--- src/rtl/axis_arb_pkg.sv ---
//============================================================================
// Module      : axis_arb_pkg
// Description : Shared state encoding, source-count limit and index-width
//               helper for the AXI-stream packet arbiter.
// Revision    : 1.0 - initial release
//============================================================================
`default_nettype none

package axis_arb_pkg;

    localparam int MAX_SRC = 16;

    typedef enum logic [0:0] {
        IDLE = 1'b0,
        BUSY = 1'b1
    } arb_state_t;

    // A single requester still needs a one-bit index so ports never collapse.
    function automatic int src_width(input int n);
        return (n > 1) ? $clog2(n) : 1;
    endfunction

endpackage

`default_nettype wire

--- src/rtl/rr_select.sv ---
//============================================================================
// Module      : rr_select
// Description : Combinational winner select. Round-robin from a pointer by
//               default; lowest-index-wins when ARB_FIXED_PRIORITY_EN is set.
// Revision    : 1.0 - initial release
//============================================================================
`default_nettype none

module rr_select
    import axis_arb_pkg::*;
#(
    parameter  int NUM_SRC = 4,
    localparam int SRC_W   = src_width(NUM_SRC)
) (
    input  logic [NUM_SRC-1:0] req,
`ifndef ARB_FIXED_PRIORITY_EN
    input  logic [SRC_W-1:0]   ptr,
`endif
    output logic               any,
    output logic [SRC_W-1:0]   winner
);

    assign any = |req;

`ifdef ARB_FIXED_PRIORITY_EN
    always_comb begin
        winner = '0;
        for (int i = NUM_SRC - 1; i >= 0; i--) begin
            if (req[SRC_W'(i)]) winner = SRC_W'(i);
        end
    end
`else
    logic [SRC_W-1:0] w_idx;

    // Scan offsets high to low so the nearest request at/after ptr wins last.
    always_comb begin
        winner = '0;
        w_idx  = '0;
        for (int k = NUM_SRC - 1; k >= 0; k--) begin
            if (int'(ptr) + k >= NUM_SRC) w_idx = SRC_W'(int'(ptr) + k - NUM_SRC);
            else                          w_idx = SRC_W'(int'(ptr) + k);
            if (req[w_idx]) winner = w_idx;
        end
    end
`endif

endmodule

`default_nettype wire

--- src/rtl/axis_packet_arbiter.sv ---
//============================================================================
// Module      : axis_packet_arbiter
// Description : Packet-level AXI-stream arbiter with one output register
//               stage and source tagging. ARB_FIXED_PRIORITY_EN selects
//               fixed priority instead of round-robin.
// Revision    : 1.0 - initial release
//============================================================================
`default_nettype none

module axis_packet_arbiter
    import axis_arb_pkg::*;
#(
    parameter  int NUM_SRC    = 4,
    parameter  int DATA_WIDTH = 32,
    localparam int KEEP_WIDTH = DATA_WIDTH / 8,
    localparam int SRC_W      = src_width(NUM_SRC)
) (
    input  logic                          clk,
    input  logic                          rst_n,
    input  logic [NUM_SRC-1:0]            s_valid,
    input  logic [NUM_SRC*DATA_WIDTH-1:0] s_data,
    input  logic [NUM_SRC*KEEP_WIDTH-1:0] s_keep,
    input  logic [NUM_SRC-1:0]            s_last,
    output logic [NUM_SRC-1:0]            s_ready,
    output logic                          m_valid,
    output logic [DATA_WIDTH-1:0]         m_data,
    output logic [KEEP_WIDTH-1:0]         m_keep,
    output logic                          m_last,
    output logic [SRC_W-1:0]              m_src,
    input  logic                          m_ready,
    output logic                          busy
);

    arb_state_t              r_state;
    arb_state_t              w_state_nxt;
    logic [SRC_W-1:0]        r_grant;
    logic                    w_any;
    logic [SRC_W-1:0]        w_winner;
    logic                    w_out_free;
    logic                    w_take;
    logic                    w_sel_valid;
    logic                    w_sel_last;
    logic [DATA_WIDTH-1:0]   w_sel_data;
    logic [KEEP_WIDTH-1:0]   w_sel_keep;

    logic                    r_m_valid;
    logic [DATA_WIDTH-1:0]   r_m_data;
    logic [KEEP_WIDTH-1:0]   r_m_keep;
    logic                    r_m_last;
    logic [SRC_W-1:0]        r_m_src;

`ifndef ARB_FIXED_PRIORITY_EN
    logic [SRC_W-1:0]        r_ptr;
`endif

    rr_select #(
        .NUM_SRC (NUM_SRC)
    ) u_select (
        .req    (s_valid),
`ifndef ARB_FIXED_PRIORITY_EN
        .ptr    (r_ptr),
`endif
        .any    (w_any),
        .winner (w_winner)
    );

    always_comb begin
        w_sel_valid = 1'b0;
        w_sel_last  = 1'b0;
        w_sel_data  = '0;
        w_sel_keep  = '0;
        for (int i = 0; i < NUM_SRC; i++) begin
            if (r_grant == SRC_W'(i)) begin
                w_sel_valid = s_valid[i];
                w_sel_last  = s_last[i];
                w_sel_data  = s_data[i*DATA_WIDTH +: DATA_WIDTH];
                w_sel_keep  = s_keep[i*KEEP_WIDTH +: KEEP_WIDTH];
            end
        end
    end

    // Output stage can accept whenever empty or draining this cycle.
    assign w_out_free = !r_m_valid || m_ready;
    assign w_take     = (r_state == BUSY) && w_out_free && w_sel_valid;

    always_comb begin
        s_ready = '0;
        if ((r_state == BUSY) && w_out_free) s_ready = NUM_SRC'(1) << r_grant;
    end

    always_comb begin
        w_state_nxt = r_state;
        case (r_state)
            IDLE:    if (w_any) w_state_nxt = BUSY;
            BUSY:    if (w_take && w_sel_last) w_state_nxt = IDLE;
            default: w_state_nxt = IDLE;
        endcase
    end

    always_ff @(posedge clk) begin
        if (!rst_n) begin
            r_state <= IDLE;
            r_grant <= '0;
        end else begin
            r_state <= w_state_nxt;
            if ((r_state == IDLE) && w_any) r_grant <= w_winner;
        end
    end

`ifndef ARB_FIXED_PRIORITY_EN
    always_ff @(posedge clk) begin
        if (!rst_n) begin
            r_ptr <= '0;
        end else if (w_take && w_sel_last) begin
            r_ptr <= (r_grant == SRC_W'(NUM_SRC - 1)) ? '0 : r_grant + SRC_W'(1);
        end
    end
`endif

    always_ff @(posedge clk) begin
        if (!rst_n) begin
            r_m_valid <= 1'b0;
            r_m_data  <= '0;
            r_m_keep  <= '0;
            r_m_last  <= 1'b0;
            r_m_src   <= '0;
        end else if (w_take) begin
            r_m_valid <= 1'b1;
            r_m_data  <= w_sel_data;
            r_m_keep  <= w_sel_keep;
            r_m_last  <= w_sel_last;
            r_m_src   <= r_grant;
        end else if (m_ready) begin
            r_m_valid <= 1'b0;
        end
    end

    assign m_valid = r_m_valid;
    assign m_data  = r_m_data;
    assign m_keep  = r_m_keep;
    assign m_last  = r_m_last;
    assign m_src   = r_m_src;
    assign busy    = (r_state == BUSY);

endmodule

`default_nettype wire

--- config.mk ---
export PLATFORM = sky130hd
export DESIGN_NAME = axis_packet_arbiter
export DESIGN_NICKNAME = d
export VERILOG_FILES = /design/src/rtl/axis_arb_pkg.sv /design/src/rtl/rr_select.sv /design/src/rtl/axis_packet_arbiter.sv
export SDC_FILE = /design/constraint.sdc
export NUM_CORES = 1
export LEC_CHECK = 0
export BUFFER_PORTS_ARGS = -buffer_cell sky130_fd_sc_hd__buf_4
export CAP_MARGIN = 20
export CORE_MARGIN = 5
export CORE_UTILIZATION = 48
export CTS_BUF_LIST = sky130_fd_sc_hd__clkbuf_2 sky130_fd_sc_hd__clkbuf_4 sky130_fd_sc_hd__clkbuf_8
export DETAILED_ROUTE_END_ITERATION = 16
export PLACE_DENSITY = 0.88
export SKIP_LAST_GASP = 1
export SYNTH_ARGS = -nofsm -noshare
export SYNTH_HDL_FRONTEND = slang
export SYNTH_SLANG_ARGS = --single-unit
--- constraint.sdc ---
create_clock -name clk -period 3.93 [get_ports clk]
set_clock_uncertainty 0.1 [all_clocks]
set_input_delay 0 -clock clk [delete_from_list [all_inputs] [get_ports clk]]
set_output_delay 0 -clock clk [all_outputs]
set_load 0.05 [all_outputs]
[Yosys cells after proc, flatten, opt, wreduce, memory -nomap -nowiden]
Index checks and enable logic that the tools add are counted.
Storage, ports and cells
  input port bits: 155
  logic and storage cells: 77
  output and inout port bits: 45
  register bits after elaboration: 45
Cells by class
  equal/unequal tests: 3
  shifts and indexed selects: 1
  multiplexer cells: 39
  add/subtract/negate cells: 8
  magnitude comparators: 8
  bitwise operators: 1
  reduce and logical (&&, ||, !) cells: 9
Operators by type and width (number)
  32-bit two-way mux: 4
  4-bit two-way mux: 5
  2-bit two-way mux: 9
  1-bit two-way mux: 16
  2-bit by 3-bit less-than comparator with 1-bit output, second input constant: 4
  3-bit greater-or-equal comparator, second input constant: 3
  1-bit binary-select mux with 2-bit select: 4
  2-bit by 1-bit subtractor with 2-bit output, second input constant: 4
  2-bit by 2-bit adder with 3-bit output, second input constant: 2
  2-bit equality test, second input constant: 2
  1-bit logical AND: 4
  4-bit OR reduction: 1
  1-bit by 2-bit << shifter with 4-bit output, first input constant: 1
  2-bit by 1-bit adder with 3-bit output, second input constant: 1
  2-bit by 3-bit greater-or-equal comparator with 1-bit output, second input constant: 1
  2-bit by 1-bit adder with 2-bit output, second input constant: 1
  2-bit by 1-bit equality test with 1-bit output, second input constant: 1
  2-bit logical NOT: 1
  1-bit case mux with 2 select lines: 1
  2-bit nonzero test: 1
  1-bit logical NOT: 1
  1-bit logical OR: 1
  1-bit NOT: 1

[Depth between registers and ports, before layout]
  depth after elaboration: 9
  mapped depth: 8
  mapped depth without buffers: 6

[Hierarchy]
From an unflattened synthesis, not the netlist that was laid out.
Second synthesis, totals
  cell total of the unflattened synthesis: 477
  area total of the unflattened synthesis: 3276.9 um2
Modules (own cells, without submodules)
  axis_packet_arbiter: cells an instance 464, sequential area each 900.9 um2, area each 3199.3 um2, times used 1
  rr_select: cells an instance 13, sequential area each 0.0 um2, area each 77.6 um2, times used 1

[Least setup slack after synthesis]
No wires, ideal clock.
  path type: register to register
  start point: reg r_grant[0]
  end point: reg r_m_data[29] (netlist: m_data[29])
  clock period less this slack: 2.025 ns
  data required time: 3.683 ns
  path slack: 1.905 ns
  arrival time: 1.778 ns
  path buffers: 1
  setup time: 0.147 ns
  stages on the path, launching flop included: 8
  cell sequence: dfxtp_1 -> inv_1 -> ha_1 -> and4bb_2 -> a2111o_1 -> clkbuf_1 -> a21oi_1 -> a311oi_2
Between the ends
  cells in the longest elaborated chain, start to end: 6
  elaborated cells between the ends (all ways): 13
  those cells by class: 3 x eq/ne; 8 x mux; 2 x reduce/logical
RTL lines
  start: declaration: line axis_packet_arbiter.sv:36  | logic [SRC_W-1:0] r_grant;
  start signal: assignment: line axis_packet_arbiter.sv:106  | if ((r_state == IDLE) && w_any) r_grant <= w_winner;
  2-bit logical NOT: line axis_packet_arbiter.sv:73  | if (r_grant == SRC_W'(i)) begin
  1-bit two-way mux (4 in a row): line axis_packet_arbiter.sv:73
  1-bit logical AND: line axis_packet_arbiter.sv:84  | assign w_take = (r_state == BUSY) && w_out_free && w_sel_valid;
  end signal: assignment: line axis_packet_arbiter.sv:129  | r_m_data <= w_sel_data;
  end: declaration: line axis_packet_arbiter.sv:47  | logic [DATA_WIDTH-1:0] r_m_data;
Parallel ways exist; a longest one is shown, timed or not.
A chain may end at the register's enable or synchronous reset.

[Worst setup path after layout]
  start point: reg r_grant[0]
  end point: reg r_m_data[1] (netlist: m_data[1])
The elaborated chain is that of the path after synthesis.

==> metrics <==
Post-synth top flop=dfxtp_1; fin. max-slew vios=0; Die W=92.6 µm; H-tree depth=2; Synth cell types=32; #FFs+latches synth=45; min Tclk post-route=3.49 ns; Vias/cell=5.60; P_leak=2.32 nW; Hold Path Stages=3; worst reg2reg path depth=8; most common library cells after synthesis=117 x nand2_1, 82 x a21oi_1, 77 x o21ai_0; EDFF count, synth=0; startpoint types=register; outcome=complete, no violations; grt ovf=0; Clock Tree Buf Depth=2; Max FO, Critical Path=41; hpwl dp=8.62 mm; CTS tree=done; Yosys top cell by area=dfxtp_1; Detail Route Antenna Nets=0; vias in the first global route=4,238; most frequent cell after synthesis=nand2_1; Tcrit/Tclk final=0.887; drt pass-1 iters=5; CP Data Arrival Time=3.63 ns; DIE AREA=8580 µm²; setup TNS=0 ns; final core occ=0.779; Synth area leaders=dfxtp_1 27%, a311oi_2 14%, nand2_1 13%; gpl congestion=0.893; Worst Max-Slew Pin Slew=1.01 ns; crit end category=register; Hold Crit Start=m_ready; Hold WC Path Type=input port to register; Peak VDD IR=0.198 mV; first-pass GRT wire length=20.1 mm; syn_area_per_cell=6.87 µm²; final-report hold violation count=0; GR Util All Layers=0.285; RSZ-0062 raised after global routing=false; crit path launch=r_grant[0]; Rel. slew slack=0.323; Nets=844; Final Setup Violations=0; final WL=12.7 mm; pin count of the biggest net entering global routing=73; sequential-to-total area share from yosys stat=0.275; critical path required time=4.07 ns; critical path type=register to register; post-synthesis instance area=3280 µm²; CTS buffer count=5; clk_lat worst skew=0.29 ns; FF-to-FF Start=r_grant[0]; port bufs=199; maxcap violations=0; Core Box Area=6720 µm²; vias=4,288; total power=1.90 mW; clock sink total=45; Pwr Density=364 nW/µm²; FMAX=287 MHz; Layout area overhead=59.6%; antenna violations before repair=0; Yosys top cell area share=0.275; diode count=0; async set-reset flop share out of synthesis=0; Initial Utilization=0.488; layout cells sized above 1=0.367; floorplan row count=30; DR iter-0 viols=197; Post-Synthesis Cells=477; WL/cell=16.6 µm; CTS root buffer=clkbuf_8; Yosys warnings=0; I/O pin count=200; Syn Nets=636; drc violations=0; clock-pin slew on the worst setup and hold paths=0.09 ns; Die H=92.6 µm
[layout by cell type, fill, tap and decap left out]
cell type / count
and4bb_2: 1
nor2_4: 1
clkbuf_4: 3
o221ai_1: 1
nand2_1: 117
inv_2: 1
dlygate4sd3_1: 40
o32ai_1: 1
a211oi_1: 1
a21oi_1: 82
nor2_1: 3
or4b_2: 1
nand3b_1: 1
a311oi_1: 7
a311oi_2: 30
nand2b_1: 3
clkbuf_8: 5
buf_4: 206
nor4_1: 1
mux2i_1: 2
ha_2: 3
a2111o_1: 1
nand3_1: 3
a221o_1: 1
o21a_1: 1
and3b_1: 1
a2111oi_4: 1
inv_1: 40
o21ai_0: 77
dfxtp_1: 45
ha_1: 1
and3_1: 5
[critical path: stages (launching register included)]
cell and delay (ns):
dfxtp_1 0.36, inv_1 0.12, ha_2 0.60, buf_4 0.46
a2111o_1 0.40, buf_4 0.40, a21oi_1 0.11, a311oi_1 0.27
dlygate4sd3_1 0.58
[cell families (layout without fill, tap and decap cells)]
kind of cell / Yosys count / count (layout) / share of synthesized area
simple gates: 137 / 137 / 0.173
compound gates: 203 / 203 / 0.424
flops: 45 / 45 / 0.275
buf+inv: 86 / 295 / 0.107
mux: 2 / 2 / 0.00611
fa+ha+maj: 4 / 4 / 0.0153
[cell type report]
cell class,count,area [µm²]
multi-input combinational,346,2040
timing repair buffer,246,1950
fill,462,1490
sequential,45,901
inverter,41,154
tap,80,100
clock buffer,8,91.3
[what timing repair did]
action / in CTS / in global routing
buffers inserted: 0 / 0
endpoints found under the hold margin: 40 / 0
endpoints found under the setup margin: 0 / 0
hold buffers: 40 / 0
gates resized for setup: 0 / 0
[final timing paths]
kind / to / slack, ns
max: m_data[1] / 0.44
min: m_valid / 0.01
max reg2reg: m_data[1] / 0.44
min reg2reg: r_ptr[0] / 0.40
[sequential cells by signal, indices dropped and copies added (netlist names)]
register and cells:
m_data 32, m_keep 4, m_src 2, r_grant 2, r_ptr 2, busy 1
m_last 1, m_valid 1
[per-layer routing]
layer  share of wire  track usage  vias up  wire length, µm
met1            0.37        0.317     1928             4700
li1                -            -     2075                -
met4           0.048        0.137        0              605
met5               0            0        -                0
met2            0.51        0.515      231             6420
met3           0.076       0.0569       54              968
[power breakdown]
| part | internal (mW) | total (mW) | switching (mW) |
|---|---|---|---|
| Sequential | 0.527 | 0.576 | 0.0494 |
| Combinational | 0.387 | 1.03 | 0.642 |
| Clock | 0.147 | 0.296 | 0.149 |
[through the flow]
step	area [µm²]	instances	setup WS (ns)	hold slack (ns)
2_1_floorplan	3280	477	1.91	0.00862
3_3_place_gp	4740	718	1.04	0.171
3_5_place_dp	4740	718	0.871	0.171
4_1_cts	5230	766	0.537	0.00446
5_1_grt	5230	766	0.247	0.0442
6_report	5230	766	0.443	0.0141
Note: power is estimated with default switching activity, not from simulation.
